**src/rtl/vdac_mux.sv**
```systemverilog
// vdac_mux: selects one of NSRC synchronous video sources, converts its colour
// to OUT_W bits per channel and drives the VDAC with a fixed 2-cycle latency.
// Source switches are armed by sel_stb and happen on the next rising vs of the
// current source, or after TIMEOUT cycles in ARMED (TIMEOUT = 0 disables this).
// Optional feature macro: VDAC_MUX_GAMMA_RAM_EN (per-channel gamma RAM, mode 10).
//
// Ports:
//   clk, rst                      video clock, asynchronous active-high reset
//   src_r/g/b [NSRC*IN_W]         packed per-source colour, source k at [k*IN_W +: IN_W]
//   src_hs/vs/de [NSRC]           per-source syncs and data enable
//   src_mode [NSRC*2]             per-source mode: 00 scale, 01 shift, 10 gamma, 11 scale
//   sel_req, sel_stb              source request and strobe
//   lut_we/ch/addr/wdata          gamma RAM write port (ch 0=R 1=G 2=B 3=none)
//   v_r/g/b [OUT_W], v_hs/vs/de   converted colour and delayed syncs
//   cur_sel, busy                 active source, high while a switch is armed
//   sel_done/timeout/err          single-cycle status pulses
module vdac_mux #(
  parameter int unsigned NSRC    = 2,
  parameter int unsigned IN_W    = 5,
  parameter int unsigned OUT_W   = 8,
  parameter int unsigned MAXCODE = 24,
  parameter int unsigned TIMEOUT = 1048575,
  parameter int unsigned DEF_SEL = 0
) (
  input  logic                      clk,
  input  logic                      rst,
  input  logic [NSRC*IN_W-1:0]      src_r,
  input  logic [NSRC*IN_W-1:0]      src_g,
  input  logic [NSRC*IN_W-1:0]      src_b,
  input  logic [NSRC-1:0]           src_hs,
  input  logic [NSRC-1:0]           src_vs,
  input  logic [NSRC-1:0]           src_de,
  input  logic [NSRC*2-1:0]         src_mode,
  input  logic [$clog2(NSRC)-1:0]   sel_req,
  input  logic                      sel_stb,
  input  logic                      lut_we,
  input  logic [1:0]                lut_ch,
  input  logic [IN_W-1:0]           lut_addr,
  input  logic [OUT_W-1:0]          lut_wdata,
  output logic [OUT_W-1:0]          v_r,
  output logic [OUT_W-1:0]          v_g,
  output logic [OUT_W-1:0]          v_b,
  output logic                      v_hs,
  output logic                      v_vs,
  output logic                      v_de,
  output logic [$clog2(NSRC)-1:0]   cur_sel,
  output logic                      busy,
  output logic                      sel_done,
  output logic                      sel_timeout,
  output logic                      sel_err
);

  localparam int unsigned SEL_W   = $clog2(NSRC);
  localparam int unsigned CNT_W   = (TIMEOUT > 1) ? $clog2(TIMEOUT) : 1;
  localparam int unsigned TO_LAST = (TIMEOUT > 0) ? TIMEOUT - 1 : 0;
  localparam int unsigned PROD_W  = IN_W + OUT_W;
  localparam int unsigned FULL    = (1 << OUT_W) - 1;

  typedef enum logic {RUN, ARMED} state_t;

  // Scale mode: floor(x*FULL/MAXCODE), saturating at full scale.
  function automatic logic [OUT_W-1:0] scale_code(input logic [IN_W-1:0] x);
    logic [PROD_W-1:0] q;
    if (32'(x) >= MAXCODE) return OUT_W'(FULL);
    q = (PROD_W'(x) * PROD_W'(FULL)) / PROD_W'(MAXCODE);
    return OUT_W'(q);
  endfunction

  function automatic logic [OUT_W-1:0] convert(input logic [IN_W-1:0]  x,
                                               input logic [1:0]       mode,
                                               input logic [OUT_W-1:0] gamma);
    case (mode)
      2'b01:   return OUT_W'(x) << (OUT_W - IN_W);
      2'b10:   return gamma;
      default: return scale_code(x);
    endcase
  endfunction

  state_t            state, state_nxt;
  logic [SEL_W-1:0]  pending, pending_nxt, cur_sel_nxt;
  logic [CNT_W-1:0]  cnt, cnt_nxt;
  logic              vs_hist, vs_hist_nxt;
  logic              done_nxt, to_nxt, err_nxt;

  logic [IN_W-1:0]   sel_r, sel_g, sel_b;
  logic              sel_hs, sel_vs, sel_de, pend_vs;
  logic [1:0]        sel_mode;

  logic [IN_W-1:0]   s1_r, s1_g, s1_b;
  logic              s1_hs, s1_vs, s1_de;
  logic [1:0]        s1_mode;
  logic [OUT_W-1:0]  gam_r, gam_g, gam_b;

  logic              req_bad, vs_rise, to_hit;

  // Source mux for the active source, plus the pending source's vs.
  always_comb begin
    sel_r    = '0;
    sel_g    = '0;
    sel_b    = '0;
    sel_hs   = 1'b0;
    sel_vs   = 1'b0;
    sel_de   = 1'b0;
    sel_mode = '0;
    pend_vs  = 1'b0;
    for (int unsigned k = 0; k < NSRC; k++) begin
      if (cur_sel == SEL_W'(k)) begin
        sel_r    = src_r[k*IN_W +: IN_W];
        sel_g    = src_g[k*IN_W +: IN_W];
        sel_b    = src_b[k*IN_W +: IN_W];
        sel_hs   = src_hs[k];
        sel_vs   = src_vs[k];
        sel_de   = src_de[k];
        sel_mode = src_mode[k*2 +: 2];
      end
      if (pending == SEL_W'(k)) pend_vs = src_vs[k];
    end
  end

  assign req_bad = (32'(sel_req) >= NSRC);
  assign vs_rise = sel_vs & ~vs_hist;
  assign to_hit  = (TIMEOUT != 0) && (cnt == CNT_W'(TO_LAST));

  // Switch control next-state logic; a strobe always wins over edge/timeout.
  always_comb begin
    state_nxt   = state;
    pending_nxt = pending;
    cnt_nxt     = cnt;
    cur_sel_nxt = cur_sel;
    vs_hist_nxt = sel_vs;
    done_nxt    = 1'b0;
    to_nxt      = 1'b0;
    err_nxt     = 1'b0;
    case (state)
      RUN: begin
        if (sel_stb) begin
          if (req_bad) begin
            err_nxt = 1'b1;
          end else if (sel_req != cur_sel) begin
            pending_nxt = sel_req;
            cnt_nxt     = '0;
            state_nxt   = ARMED;
          end
        end
      end
      ARMED: begin
        if (sel_stb) begin
          if (req_bad) begin
            err_nxt = 1'b1;
          end else if (sel_req == cur_sel) begin
            cnt_nxt   = '0;
            state_nxt = RUN;
          end else begin
            pending_nxt = sel_req;
            cnt_nxt     = '0;
          end
        end else if (vs_rise || to_hit) begin
          cur_sel_nxt = pending;
          vs_hist_nxt = pend_vs;   // new source's level, so no false edge
          done_nxt    = 1'b1;
          to_nxt      = ~vs_rise;
          cnt_nxt     = '0;
          state_nxt   = RUN;
        end else begin
          cnt_nxt = cnt + CNT_W'(1);
        end
      end
      default: state_nxt = RUN;
    endcase
  end

  // Switch control registers.
  always_ff @(posedge clk or posedge rst) begin
    if (rst) begin
      state       <= RUN;
      pending     <= '0;
      cnt         <= '0;
      cur_sel     <= SEL_W'(DEF_SEL);
      vs_hist     <= 1'b0;
      busy        <= 1'b0;
      sel_done    <= 1'b0;
      sel_timeout <= 1'b0;
      sel_err     <= 1'b0;
    end else begin
      state       <= state_nxt;
      pending     <= pending_nxt;
      cnt         <= cnt_nxt;
      cur_sel     <= cur_sel_nxt;
      vs_hist     <= vs_hist_nxt;
      busy        <= (state_nxt == ARMED);
      sel_done    <= done_nxt;
      sel_timeout <= to_nxt;
      sel_err     <= err_nxt;
    end
  end

`ifdef VDAC_MUX_GAMMA_RAM_EN
  logic [OUT_W-1:0] ram_r [2**IN_W];
  logic [OUT_W-1:0] ram_g [2**IN_W];
  logic [OUT_W-1:0] ram_b [2**IN_W];

  // Gamma RAM write port; contents survive reset.
  always_ff @(posedge clk) begin
    if (lut_we) begin
      case (lut_ch)
        2'd0:    ram_r[lut_addr] <= lut_wdata;
        2'd1:    ram_g[lut_addr] <= lut_wdata;
        2'd2:    ram_b[lut_addr] <= lut_wdata;
        default: ;
      endcase
    end
  end

  assign gam_r = ram_r[s1_r];
  assign gam_g = ram_g[s1_g];
  assign gam_b = ram_b[s1_b];
`else
  logic lut_unused;
  assign lut_unused = ^{lut_we, lut_ch, lut_addr, lut_wdata};

  // Without the RAM, mode 10 falls back to scaling.
  assign gam_r = scale_code(s1_r);
  assign gam_g = scale_code(s1_g);
  assign gam_b = scale_code(s1_b);
`endif

  // Two-stage datapath: capture the active source, then convert and blank.
  always_ff @(posedge clk or posedge rst) begin
    if (rst) begin
      s1_r    <= '0;
      s1_g    <= '0;
      s1_b    <= '0;
      s1_hs   <= 1'b0;
      s1_vs   <= 1'b0;
      s1_de   <= 1'b0;
      s1_mode <= '0;
      v_r     <= '0;
      v_g     <= '0;
      v_b     <= '0;
      v_hs    <= 1'b0;
      v_vs    <= 1'b0;
      v_de    <= 1'b0;
    end else begin
      s1_r    <= sel_r;
      s1_g    <= sel_g;
      s1_b    <= sel_b;
      s1_hs   <= sel_hs;
      s1_vs   <= sel_vs;
      s1_de   <= sel_de;
      s1_mode <= sel_mode;
      v_r     <= s1_de ? convert(s1_r, s1_mode, gam_r) : '0;
      v_g     <= s1_de ? convert(s1_g, s1_mode, gam_g) : '0;
      v_b     <= s1_de ? convert(s1_b, s1_mode, gam_b) : '0;
      v_hs    <= s1_hs;
      v_vs    <= s1_vs;
      v_de    <= s1_de;
    end
  end

endmodule

```
**config.mk**
```make
export PLATFORM = sky130hd
export DESIGN_NAME = vdac_mux
export DESIGN_NICKNAME = d
export VERILOG_FILES = /design/src/rtl/vdac_mux.sv
export SDC_FILE = /design/constraint.sdc
export NUM_CORES = 1
export LEC_CHECK = 0
export ABC_AREA = 0
export ABC_CLOCK_PERIOD_IN_PS = 5900
export CAP_MARGIN = 30
export CORE_UTILIZATION = 45
export DETAILED_ROUTE_END_ITERATION = 10
export DONT_BUFFER_PORTS = 1
export PLACE_DENSITY_LB_ADDON = 0.25
export SETUP_SLACK_MARGIN = 0.5
export SLEW_MARGIN = 25
export SYNTH_ARGS = -nofsm -noshare
export SYNTH_HDL_FRONTEND = slang
export SYNTH_SLANG_ARGS = --single-unit
```
**constraint.sdc**
```tcl
create_clock -name clk -period 5.9 [get_ports clk]
set_input_delay 0.295 -clock clk [delete_from_list [all_inputs] [get_ports clk]]
set_output_delay 0.295 -clock clk [all_outputs]
set_load 0.005 [all_outputs]
```
Word-level counts from Yosys, hierarchy flattened
Cells that the tools add are included.
{"block": "op_classes", "n_addsub": 1, "n_mul": 3, "div_mod_pow": 3, "order_cmp": 3, "eq_ne": 9, "muxes": 54, "bitwise": 5, "n_reduce_logical": 5}
{"cell": "two-way mux 8 bit", "n": 12}
{"cell": "two-way mux 20 bit", "n": 4}
{"cell": "case mux 8 bit (2 select lines)", "n": 3}
{"cell": "case mux 20 bit (2 select lines)", "n": 1}
{"cell": "divider 13 x 5 -> 13 bit, second input constant", "n": 3}
{"cell": "multiplier 5 x 8 -> 13 bit, second input constant", "n": 3}
{"cell": "two-way mux 1 bit", "n": 28}
{"cell": "adder 20 x 1 -> 20 bit, second input constant", "n": 1}
{"cell": "== test 20 bit, second input constant", "n": 1}
{"cell": ">= comparator 5 bit, second input constant", "n": 3}
{"cell": "two-way mux 5 bit", "n": 3}
{"cell": "!= test 2 bit, second input constant", "n": 4}
{"cell": "inverter 1 bit", "n": 4}
{"cell": "case mux 1 bit (2 select lines)", "n": 2}
{"cell": "AND reduction 4 bit", "n": 1}
{"cell": "AND reduction 3 bit", "n": 1}
{"cell": "== test 2 x 1 -> 1 bit, second input constant", "n": 1}
{"cell": "== test 2 bit, second input constant", "n": 1}
{"cell": "two-way mux 2 bit", "n": 1}
{"cell": "AND reduction 2 bit", "n": 1}
{"cell": "OR reduction 2 bit", "n": 1}
{"cell": "bitwise AND 1 bit", "n": 1}
{"cell": "== test 1 bit", "n": 1}
{"cell": "logical OR 1 bit", "n": 1}
{"cell": "!= test 1 bit", "n": 1}
{"block": "word_totals", "reg_bits": 73, "input_bits": 60, "out_inout_bits": 32, "word_cells": 103}

Logic depth before layout (Yosys ltp)
Gate-level depths: netlist of the first run.
{"block": "depth", "depth_word": 6, "ltp_mapped": 26, "mapped_depth_nobuf": 23}

Worst setup path after synthesis of the first run
No wires, ideal clock.
{"block": "synth_timing", "path_kind": "flip-flop to flip-flop", "from": "reg s1_b[2]", "to": "reg v_b[0]", "setup_ps": 140, "t_arrival_ps": 6177, "required_time_ps": 5760, "slack_ps": -417, "path_stages_with_launch": 22, "path_buffers": 0, "synth_period_minus_slack_ps": 6317, "cell_sequence": "dfrtp_1 -> fa_1 -> inv_1 -> fa_1 -> fa_1 -> inv_1 -> ha_1 -> nor2b_1 -> o21a_1 -> o2111ai_1 -> o2111ai_1 -> a221o_1 -> a21boi_1 -> o21a_1 -> or4_1 -> a311oi_1 -> a211oi_1 -> a22o_1 -> a311o_1 -> mux2_2 -> a2111oi_0 -> a211oi_1"}
{"block": "synth_via", "elab_chain_len": 6, "elab_cells_between_ends": 9, "classes_between": "mul (1); div (1); order compare (1); mux (6)"}
{"element": "from (decl)", "line": "89", "source": "logic [IN_W-1:0] s1_r, s1_g, s1_b;"}
{"element": "from (signal assigned)", "line": "246", "source": "s1_b <= sel_b;"}
{"element": "branches (longest 4 deep; another with multiplier 5 x 8 -> 13 bit)"}
{"element": "case mux 8 bit (2 select lines) (*)", "line": "72", "source": "case (mode)"}
{"element": "two-way mux 8 bit (*)", "line": "253", "source": "v_b <= s1_de ? convert(s1_b, s1_mode, gam_b) : '0;"}
{"element": "to (signal assigned)", "line": "253"}
{"element": "to (decl)", "line": "42", "source": "output logic [OUT_W-1:0] v_b,"}
Every way passes the cells marked *. The select of a mux whose other input is x is not followed.
A chain may end at the register's enable or synchronous reset.

Worst setup path after layout of the first run
{"block": "layout_timing", "from": "reg s1_g[4]", "to": "reg v_g[0]"}
{"block": "layout_via", "elab_chain_len": 6, "elab_cells_between_ends": 9, "classes_between": "mul (1); div (1); order compare (1); mux (6)"}
{"element": "from (decl)", "line": "89"}
{"element": "from (signal assigned)", "line": "245", "source": "s1_g <= sel_g;"}
{"element": "branches (longest 4 deep; another with multiplier 5 x 8 -> 13 bit)"}
{"element": "case mux 8 bit (2 select lines) (*)", "line": "72"}
{"element": "two-way mux 8 bit (*)", "line": "252", "source": "v_g <= s1_de ? convert(s1_g, s1_mode, gam_g) : '0;"}
{"element": "to (signal assigned)", "line": "252"}
{"element": "to (decl)", "line": "41", "source": "output logic [OUT_W-1:0] v_g,"}
Marked as above.

==> impl_metrics.env, run 1 <==
export IMPL_cp_required_ns=6.16
export IMPL_route_top_layer_used="met5"
export IMPL_failed_checks="negative setup slack"
export IMPL_critPathBufInv=2
export IMPL_drive_above_1_share_pct=37.9
export IMPL_antenna_left=0
export IMPL_clock_path_buffers=2
export IMPL_cts_buffers_inserted=9
export IMPL_cp_cell_sequence="fa_2 -> fa_2 -> fa_1 -> ha_4 -> nand4b_1 -> or4b_1 -> a31oi_4 -> buf_4 -> a2111oi_4 -> or4b_4 -> a31oi_4 -> a2bb2oi_2 -> buf_4 -> o221a_4 -> o21ai_2 -> a32o_2 -> mux2i_4 -> or3_1 -> a41o_1 -> o31ai_1"
export IMPL_ys_warn_count=0
export IMPL_yosysTopAreaCellShare_pct=20.6
export IMPL_netlist_instances=1038
export IMPL_cts_root_buf="clkbuf_16"
export IMPL_crit_path_top_delay_cell="fa_2"
export IMPL_final_max_slew_viol_count=0
export IMPL_slew_headroom_pct=42.6
export IMPL_final_hold_viol_count=0
export IMPL_ys_seq_elements=73
export IMPL_synth_flop_cell="dfrtp_1"
export IMPL_dp_final_hpwl_um=19100
export IMPL_worst_path_max_fanout=7
export IMPL_grt_max_degree=74
export IMPL_cp_end_kind="flip-flop"
export IMPL_wl_met2_um=12900
export IMPL_synth_edf_count=0
export IMPL_syn_cell_area_um2=8870
export IMPL_synth_async_reset_ratio_pct=100
export IMPL_status="complete, but fails checks"
export IMPL_initial_core_util_pct=46.6
export IMPL_slowest_delay_ns=0.63
export IMPL_io_pins=92
export IMPL_numPortBuffers=0
export IMPL_period_share_pct=106
export IMPL_synthTopCellsByArea="dfrtp_1 21%, ha_1 11%, fa_1 7.5%"
export IMPL_syn_nets=1206
export IMPL_remaining_drc_errors=0
export IMPL_n_antenna_cell=0
export IMPL_avgRoutedWirePerCell_um=16.7
export IMPL_drt_initial_drc_count=478
export IMPL_place_ws_ns=-0.369
export IMPL_place_congestion=0.913
export IMPL_fmax_ghz=0.161
export IMPL_drt_met1_wl_um=11500
export IMPL_nNetsFinal=1440
export IMPL_clkTransAtPathRegs_ns=0.07
export IMPL_post_synth_top_count_cell="inv_1"
export IMPL_core_area_um2=19000
export IMPL_worst_slew_pin_slew_ns=0.856
export IMPL_grt_ovfl_total=0
export IMPL_area_growth_pct=39.3
export IMPL_worstPathArrival_ns=6.49
export IMPL_hold_path_class="input port to async pin"
export IMPL_clock_latency_ns=0.36
export IMPL_antenna_found_initial=1
export IMPL_rsz0062_at_grt="true"
export IMPL_grt_pass1_wl_um=42200
export IMPL_setup_viol=8
export IMPL_synth_avg_cell_area_um2=8.54
export IMPL_wl_met3_um=750
export IMPL_dpl_instance_area_um2=11100
export IMPL_fp_row_count=50
export IMPL_synth_commonest_cells="83 x inv_1, 79 x nor2_1, 76 x nand2_1"
export IMPL_cts_hold_fix_buffers=0
export IMPL_crit_type="flip-flop to flip-flop"
export IMPL_cts_tree="done"
export IMPL_die_h_um=142
export IMPL_grt_pass1_vias=8810
export IMPL_synth_seq_area_share_pct=20.6
export IMPL_synth_distinct_cells=105
export IMPL_viasPerCell=5.77
export IMPL_die_area_um2=20300
export IMPL_cap_violations=0
export IMPL_grtUsageTotal_pct=25.6
export IMPL_clock_skew_ns=0.0124
export IMPL_wl_um=25600
export IMPL_post_route_cell_area_um2=12300
export IMPL_drt_pre_antenna_iters=5
export IMPL_critical_path_top_delay_family="adder cells"
export IMPL_period_minus_slack_ns=6.23
export IMPL_cts_max_level=3
export IMPL_cts_sinks=73
export IMPL_die_x_um=142
export IMPL_yosysTopAreaCell="dfrtp_1"
export IMPL_fin_ws_ns=-0.329
export IMPL_critPathLaunchType="flip-flop"
export IMPL_fillCellCount=1587
export IMPL_vias=8876
export IMPL_r2r_slack_ns=-0.33
[cell families after synthesis]
kind of cell / count (synthesis) / share of synthesized area (%)
AO/OA/AOI/OAI: 315 / 26.8
XOR/XNOR: 45 / 4.83
adder cells (fa/ha/maj): 108 / 18.0
buffers and inverters: 116 / 5.24
flip-flops: 73 / 20.6
multiplexers: 35 / 4.33
other: 1 / 0.0423
AND/OR/NAND/NOR: 345 / 20.1
[metal layers]
metal | vias to the layer above | global-route usage [%]
li1 | 4319 | -
met1 | 4339 | 32.9
met2 | 188 | 45.0
met3 | 28 | 3.06
met4 | 2 | 7.24
met5 | - | 0
[stage by stage]
stage               TNS [ns]  util (%)  hold WS, ns  std cells
floorplan             -0.258         -        0.331       1038
global placement      -0.988      58.4        0.335       1498
detailed placement     -1.77      58.4        0.350       1499
CTS                   -0.739      63.4       0.0765       1534
global route           -3.00      64.9       0.0787       1537
finish                 -1.34      64.9      0.00168       1537
[layout by cell type, fill, tap and decap left out, drive strengths merged, types with 10 or more instances in the layout]
cell type,Yosys,layout
o21ai,61,61
fa,33,33
mux2,24,24
xnor2,22,22
nand2,76,76
and3,18,19
nor3,28,28
mux2i,11,11
inv,84,87
nor2,81,81
buf,12,253
nand3,37,37
o211ai,15,15
a31oi,17,17
o221a,10,10
a21o,16,16
a211oi,19,19
ha,75,75
nor2b,11,11
or2,12,12
and2,13,13
or3,14,14
xor2,23,23
a21oi,54,54
dfrtp,73,73
nand4,15,15
[area by class of cell]
type | instances | area, µm² | area share [%]
multi-input combinational | 850 | 7550 | 61.2
sequential | 73 | 1830 | 14.8
timing repair buffer | 254 | 2010 | 16.3
inverter | 84 | 319 | 2.58
tap | 260 | 325 | 2.63
clock inverter | 7 | 86.3 | 0.699
clock buffer | 9 | 225 | 1.82
[worst register-to-register path, cell delays in order (launching register included)]
cell       delay, ns
dfrtp_1         0.40
fa_2            0.63
fa_2            0.49
fa_1            0.59
ha_4            0.25
nand4b_1        0.22
or4b_1          0.58
a31oi_4         0.27
buf_4           0.17
a2111oi_4       0.04
or4b_4          0.53
a31oi_4         0.27
a2bb2oi_2       0.17
buf_4           0.12
o221a_4         0.21
o21ai_2         0.06
a32o_2          0.29
mux2i_4         0.22
or3_1           0.32
a41o_1          0.24
o31ai_1         0.06
[repair_timing]
| action | in CTS | in global routing |
|---|---|---|
| pin swaps | 55 | 33 |
| setup buffers | 17 | 3 |
| setup endpoints to repair | 15 | 16 |
| gates cloned | 2 | 0 |
| resized for setup | 84 | 54 |
[registers in the layout, indices dropped and copies added (netlist names), 2 cells and up]
register and flops:
cnt 20, v_b 8, v_g 8, v_r 8, s1_b 5, s1_g 5, s1_r 5, s1_mode 2
[path summary, 6_finish.rpt]
check / start / to / depth (start not counted)
hold / removal: rst / s1_b[0]$_DFF_PP0_ / 2
min in group clk: src_r[0] / s1_r[0]$_DFF_PP0_ / 1
max in group asynchronous: rst / s1_g[2]$_DFF_PP0_ / 2
setup reg to reg: s1_g[4]$_DFF_PP0_ / v_g[0]$_DFF_PP0_ / 20
hold reg to reg: s1_vs$_DFF_PP0_ / v_vs$_DFF_PP0_ / 0
setup / recovery: s1_g[4]$_DFF_PP0_ / v_g[0]$_DFF_PP0_ / 20
Power of run 1 is left out: the tool's default activity adds up to more than one toggle a clock period on the data nets, which glitch-free logic cannot reach.
==> run 2: changes to the inputs <==
--- a/config.mk
+++ b/config.mk
@@ -9,6 +9,7 @@
 export ABC_CLOCK_PERIOD_IN_PS = 5900
 export CAP_MARGIN = 30
 export CORE_UTILIZATION = 45
+export CTS_BUF_LIST = sky130_fd_sc_hd__clkbuf_2 sky130_fd_sc_hd__clkbuf_4 sky130_fd_sc_hd__clkbuf_8
 export DETAILED_ROUTE_END_ITERATION = 10
 export DONT_BUFFER_PORTS = 1
 export PLACE_DENSITY_LB_ADDON = 0.25
==> run 2 against run 1 <==
  * Clock-buffer cell count unchanged
  * Design area up 0.71%
  * Non-clock buffer count increased by 9
  * Worst setup slack better by 0.047 ns
  * Sequential cell count is the same
  * Critical path depth grew 2
  * Hold slack worse by 0.057 ns
  * Core utilization rose by 0.46 points
  * The flow finishes with violations (negative hold slack, negative setup slack)
  * Via count rose by 0.97%
  * Sequential share of layout area is 0.10 points lower
==> impl_metrics.env, run 2 (synthesis results as in run 1) <==
export IMPL_status="complete, but fails checks"
export IMPL_failed_checks="negative hold slack, negative setup slack"
export IMPL_die_h_um=142
export IMPL_clkTransAtPathRegs_ns=0.10
export IMPL_cp_cell_sequence="fa_2 -> fa_2 -> fa_1 -> ha_4 -> a21o_1 -> a2111oi_4 -> a2111oi_4 -> or3_4 -> o311ai_4 -> or4b_4 -> a31oi_4 -> buf_12 -> a2bb2oi_4 -> buf_4 -> o221ai_4 -> buf_6 -> nand2_2 -> mux2i_2 -> o211ai_2 -> and2_4 -> and3_4 -> o31ai_1"
export IMPL_wl_met3_um=954
export IMPL_cts_sinks=73
export IMPL_reg2reg_depth=22
export IMPL_cts_max_level=3
export IMPL_critPathLaunchType="flip-flop"
export IMPL_fmax_ghz=0.162
export IMPL_numPortBuffers=0
export IMPL_nNetsFinal=1449
export IMPL_final_hold_viol_count=73
export IMPL_critical_path_top_delay_family="adder cells"
export IMPL_cp_end_kind="flip-flop"
export IMPL_layout_commonest_cell="buf_4"
export IMPL_drt_initial_drc_count=570
export IMPL_period_share_pct=105
export IMPL_slew_headroom_pct=41.8
export IMPL_period_minus_slack_ns=6.18
export IMPL_r2r_slack_ns=-0.28
export IMPL_cts_root_buf="clkbuf_8"
export IMPL_crit_path_top_delay_cell="fa_2"
export IMPL_crit_type="flip-flop to flip-flop"
export IMPL_drt_pre_antenna_iters=5
export IMPL_antenna_found_initial=1
export IMPL_initial_core_util_pct=46.6
export IMPL_worst_slew_pin_slew_ns=0.868
export IMPL_worstPathArrival_ns=6.49
export IMPL_dp_final_hpwl_um=19100
export IMPL_worst_path_max_fanout=5
export IMPL_hold_worst_slack_ns=-0.0557
export IMPL_grt_max_degree=74
export IMPL_core_area_um2=19000
export IMPL_cts_tree="done"
export IMPL_drt_met1_wl_um=11300
export IMPL_final_cell_mix="243 x buf_4, 75 x inv_1, 72 x nand2_1, 72 x dfrtp_1, 71 x nor2_1"
export IMPL_cts_buffers_inserted=9
export IMPL_place_congestion=0.913
export IMPL_r2r_start="s1_g[4]$_DFF_PP0_"
export IMPL_io_pins=92
export IMPL_antenna_left=0
export IMPL_clock_latency_ns=0.41
export IMPL_fillCellCount=1576
export IMPL_slowest_delay_ns=0.62
export IMPL_hold_path_class="input port to async pin"
export IMPL_vias=8962
export IMPL_final_max_slew_viol_count=0
export IMPL_grt_pass1_vias=8792
export IMPL_cp_required_ns=6.21
export IMPL_largest_reg_flops=20
export IMPL_remaining_drc_errors=0
export IMPL_die_area_um2=20300
export IMPL_r2r_end="v_g[0]$_DFF_PP0_"
export IMPL_rsz0062_at_grt="true"
export IMPL_viasPerCell=5.79
export IMPL_clock_path_buffers=2
export IMPL_setup_viol=8
export IMPL_drive_above_1_share_pct=38.9
export IMPL_largest_register="cnt"
export IMPL_cap_violations=0
export IMPL_critPathBufInv=3
export IMPL_avgRoutedWirePerCell_um=16.7
export IMPL_grt_pass1_wl_um=42000
export IMPL_fp_row_count=50
export IMPL_wl_um=25800
export IMPL_finish_utilization_pct=65.4
export IMPL_route_top_layer_used="met4"
export IMPL_clock_skew_ns=0.0255
export IMPL_area_growth_pct=40.3
export IMPL_grtUsageTotal_pct=25.6
export IMPL_fin_ws_ns=-0.283
export IMPL_die_x_um=142
export IMPL_wl_met2_um=12900
export IMPL_grt_ovfl_total=0
==> run 2: cell types whose count changed in the layout (fill, tap and decap cells not counted), sizes merged <==
cell and change:
buf +9, diode +1
==> run 2: per-layer routing <==
| layer | vias up | global-route usage [%] |
|---|---|---|
| li1 | 4347 | - |
| met3 | 48 | 2.99 |
| met5 | - | 0 |
| met1 | 4351 | 32.4 |
| met2 | 216 | 44.2 |
| met4 | 0 | 10.1 |
==> run 2: through the flow <==
| step | setup WS [ns] | TNS (ns) | cells | instance area [µm²] |
|---|---|---|---|---|
| 3_3_place_gp | -0.256 | -0.988 | 1498 | 11100 |
| 5_1_grt | -0.468 | -3.06 | 1546 | 12400 |
| 3_5_place_dp | -0.369 | -1.77 | 1499 | 11100 |
| 6_report | -0.283 | -1.37 | 1547 | 12400 |
| 4_1_cts | -0.239 | -0.765 | 1534 | 12000 |
| 2_1_floorplan | -0.192 | -0.258 | 1038 | 9220 |
==> run 2: worst max path at each step <==
stage                            from               end  slack, ns  depth (start not counted)
finish              s1_g[4]$_DFF_PP0_  v_g[0]$_DFF_PP0_      -0.28                         22
global route        s1_g[4]$_DFF_PP0_  v_g[1]$_DFF_PP0_      -0.47                         24
CTS                 s1_g[2]$_DFF_PP0_  v_g[0]$_DFF_PP0_      -0.24                         21
detailed placement  s1_g[4]$_DFF_PP0_  v_g[0]$_DFF_PP0_      -0.37                         22
global placement    s1_g[4]$_DFF_PP0_  v_g[0]$_DFF_PP0_      -0.26                         21
floorplan           s1_g[4]$_DFF_PP0_  v_g[0]$_DFF_PP0_      -0.19                         22
==> run 2: layout make-up <==
class	instances	area, µm²	area share (%)
multi-input combinational	850	7650	61.5
timing repair buffer	263	2100	16.9
sequential	73	1830	14.7
tap	260	325	2.62
inverter	84	317	2.55
clock buffer	9	124	0.996
clock inverter	7	86.3	0.694
antenna	1	2.50	0.0201
==> run 2: worst reg2reg max path: cells and delay by family (launching register included) <==
family	cells	cell delay, ns
DFF	1	0.41
muxes	1	0.24
and+or+nand+nor	5	1.42
AOI/OAI and AO/OA	9	1.67
adders and majority gates	4	1.92
buffers and inverters	3	0.42
==> run 2: timing repair <==
item	CTS	global route
gates cloned	2	0
gates resized for setup	86	69
setup buffers	17	12
pin swaps	51	48
hold buffers	0	0
setup endpoints to repair	15	16
Power of run 2 is left out for the same reason.
==> run 3: changes to the inputs <==
--- a/config.mk
+++ b/config.mk
@@ -8,6 +8,7 @@
 export ABC_AREA = 0
 export ABC_CLOCK_PERIOD_IN_PS = 5900
 export CAP_MARGIN = 30
+export CORE_ASPECT_RATIO = 1.4
 export CORE_UTILIZATION = 45
 export CTS_BUF_LIST = sky130_fd_sc_hd__clkbuf_2 sky130_fd_sc_hd__clkbuf_4 sky130_fd_sc_hd__clkbuf_8
 export DETAILED_ROUTE_END_ITERATION = 10
==> run 3 against run 2 <==
  * The flow still finishes with violations (negative hold slack, negative setup slack)
  * Highest routed layer unchanged
  * Routed wire length increased by 1.2%
  * Sequential cell count did not move
  * Critical path depth is 1 lower
  * Core utilization decreased by 0.44 points
  * Sequential share of layout area is 0.10 points lower
  * Clock-buffer cell count is the same
  * Cell count about the same
  * First-iteration DRC count is 15% higher
  * Non-clock buffer count rose by 13
  * Global-route usage about the same
==> impl_metrics.env, run 3 (synthesis results as in run 1) <==
export IMPL_place_congestion=0.947
export IMPL_worst_slew_pin_slew_ns=0.821
export IMPL_cp_end_kind="flip-flop"
export IMPL_nNetsFinal=1461
export IMPL_cts_max_level=3
export IMPL_cp_cell_sequence="fa_2 -> fa_2 -> fa_1 -> ha_4 -> a21o_1 -> a2111oi_4 -> buf_4 -> a21oi_4 -> xnor2_4 -> o311ai_4 -> or4b_4 -> a31oi_4 -> a211oi_1 -> a31o_1 -> and3_4 -> buf_4 -> a21oi_1 -> o21ai_1 -> a2111o_1 -> a41o_1 -> o31ai_2"
export IMPL_r2r_end="v_g[0]$_DFF_PP0_"
export IMPL_avgRoutedWirePerCell_um=16.9
export IMPL_setup_viol=8
export IMPL_fin_ws_ns=-0.234
export IMPL_register_area_um2=1830
export IMPL_multiInputGateArea_um2=7710
export IMPL_die_x_um=121
export IMPL_hold_path_class="input port to async pin"
export IMPL_fillCellCount=1518
export IMPL_grt_pass1_wl_um=41800
export IMPL_antenna_found_initial=0
export IMPL_r2r_start="s1_g[4]$_DFF_PP0_"
export IMPL_vias=8954
export IMPL_drt_initial_drc_count=658
export IMPL_slew_headroom_pct=45.0
export IMPL_initial_core_util_pct=46.0
export IMPL_failed_checks="negative hold slack, negative setup slack"
export IMPL_io_pins=92
export IMPL_dpl_instance_area_um2=11100
export IMPL_die_h_um=168
export IMPL_worstPathArrival_ns=6.43
export IMPL_layout_commonest_cell="buf_4"
export IMPL_cts_sinks=73
export IMPL_r2r_slack_ns=-0.23
export IMPL_critical_path_top_delay_family="compound AO/OA/AOI/OAI gates"
export IMPL_worst_path_max_fanout=5
export IMPL_reg2reg_depth=21
export IMPL_drt_pre_antenna_iters=5
export IMPL_fmax_ghz=0.163
export IMPL_cts_tree="done"
export IMPL_dp_final_hpwl_um=19400
export IMPL_cts_buffers_inserted=9
export IMPL_cap_violations=0
export IMPL_clock_path_buffers=2
export IMPL_die_area_um2=20300
export IMPL_grt_pass1_vias=8839
export IMPL_clock_latency_ns=0.39
export IMPL_cts_hold_fix_buffers=0
export IMPL_n_antenna_cell=0
export IMPL_final_cell_mix="259 x buf_4, 74 x inv_1, 72 x nand2_1"
export IMPL_hold_worst_slack_ns=-0.0558
export IMPL_crit_path_top_delay_cell="fa_2"
export IMPL_critPathBufInv=2
export IMPL_post_route_cell_area_um2=12500
export IMPL_rsz0062_at_grt="true"
export IMPL_fp_row_count=60
export IMPL_antenna_left=0
export IMPL_final_hold_viol_count=60
export IMPL_grtUsageTotal_pct=25.6
export IMPL_period_share_pct=104
export IMPL_clock_skew_ns=0.0215
export IMPL_numPortBuffers=0
export IMPL_largest_register="cnt"
export IMPL_grt_max_degree=74
export IMPL_largest_reg_flops=20
export IMPL_core_area_um2=19300
export IMPL_period_minus_slack_ns=6.13
export IMPL_grt_ovfl_total=0
export IMPL_cp_required_ns=6.19
export IMPL_critPathLaunchType="flip-flop"
export IMPL_area_growth_pct=41.3
export IMPL_crit_type="flip-flop to flip-flop"
export IMPL_viasPerCell=5.79
export IMPL_final_max_slew_viol_count=0
export IMPL_slowest_delay_ns=0.63
export IMPL_clkTransAtPathRegs_ns=0.11
export IMPL_status="complete, but fails checks"
export IMPL_remaining_drc_errors=0
export IMPL_cts_root_buf="clkbuf_8"
export IMPL_drive_above_1_share_pct=41.1
export IMPL_wl_um=26200
==> run 3: per-stage QoR <==
stage                     utilization (%)  setup TNS, ns  instances  setup slack [ns]  hold WS [ns]
after detailed placement             57.4          -1.99       1485            -0.423         0.343
after CTS                            61.8         -0.952       1517            -0.262        0.0302
final                                64.9          -1.08       1546            -0.234       -0.0558
after global routing                 64.9          -2.82       1546            -0.420       0.00257
after floorplan                         -         -0.258       1038            -0.192         0.331
after global placement               57.4          -1.58       1485            -0.365         0.333
==> run 3: timing repair <==
| item | CTS | global route |
|---|---|---|
| setup endpoints to repair | 15 | 16 |
| pin swaps | 57 | 60 |
| resized for setup | 109 | 76 |
| setup buffers | 16 | 29 |
==> run 3: metal layers <==
metal,part of all wire (%),GRT usage [%],vias to the layer above
met3,3.2,2.88,34
met4,2.0,7.73,0
li1,-,-,4360
met2,55,49.5,192
met5,0,0,-
met1,40,28.7,4368
==> run 3: worst max path at each step <==
stage,startpoint,to,cells after the start
after global routing,s1_g[4]$_DFF_PP0_,v_g[0]$_DFF_PP0_,21
after global placement,s1_g[4]$_DFF_PP0_,v_g[0]$_DFF_PP0_,21
after CTS,s1_g[2]$_DFF_PP0_,v_g[0]$_DFF_PP0_,19
after floorplan,s1_g[4]$_DFF_PP0_,v_g[0]$_DFF_PP0_,22
final,s1_g[4]$_DFF_PP0_,v_g[0]$_DFF_PP0_,21
after detailed placement,s1_g[4]$_DFF_PP0_,v_g[0]$_DFF_PP0_,21
==> run 3: final cells by class <==
type	count	share of cell area [%]
multi-input cells	849	61.6
repair buffers	276	17.2
flip-flops and latches	73	14.6
inverters	84	2.53
well taps	248	2.48
clock buffers	9	0.989
clock inverters	7	0.669
Power of run 3 is left out for the same reason.
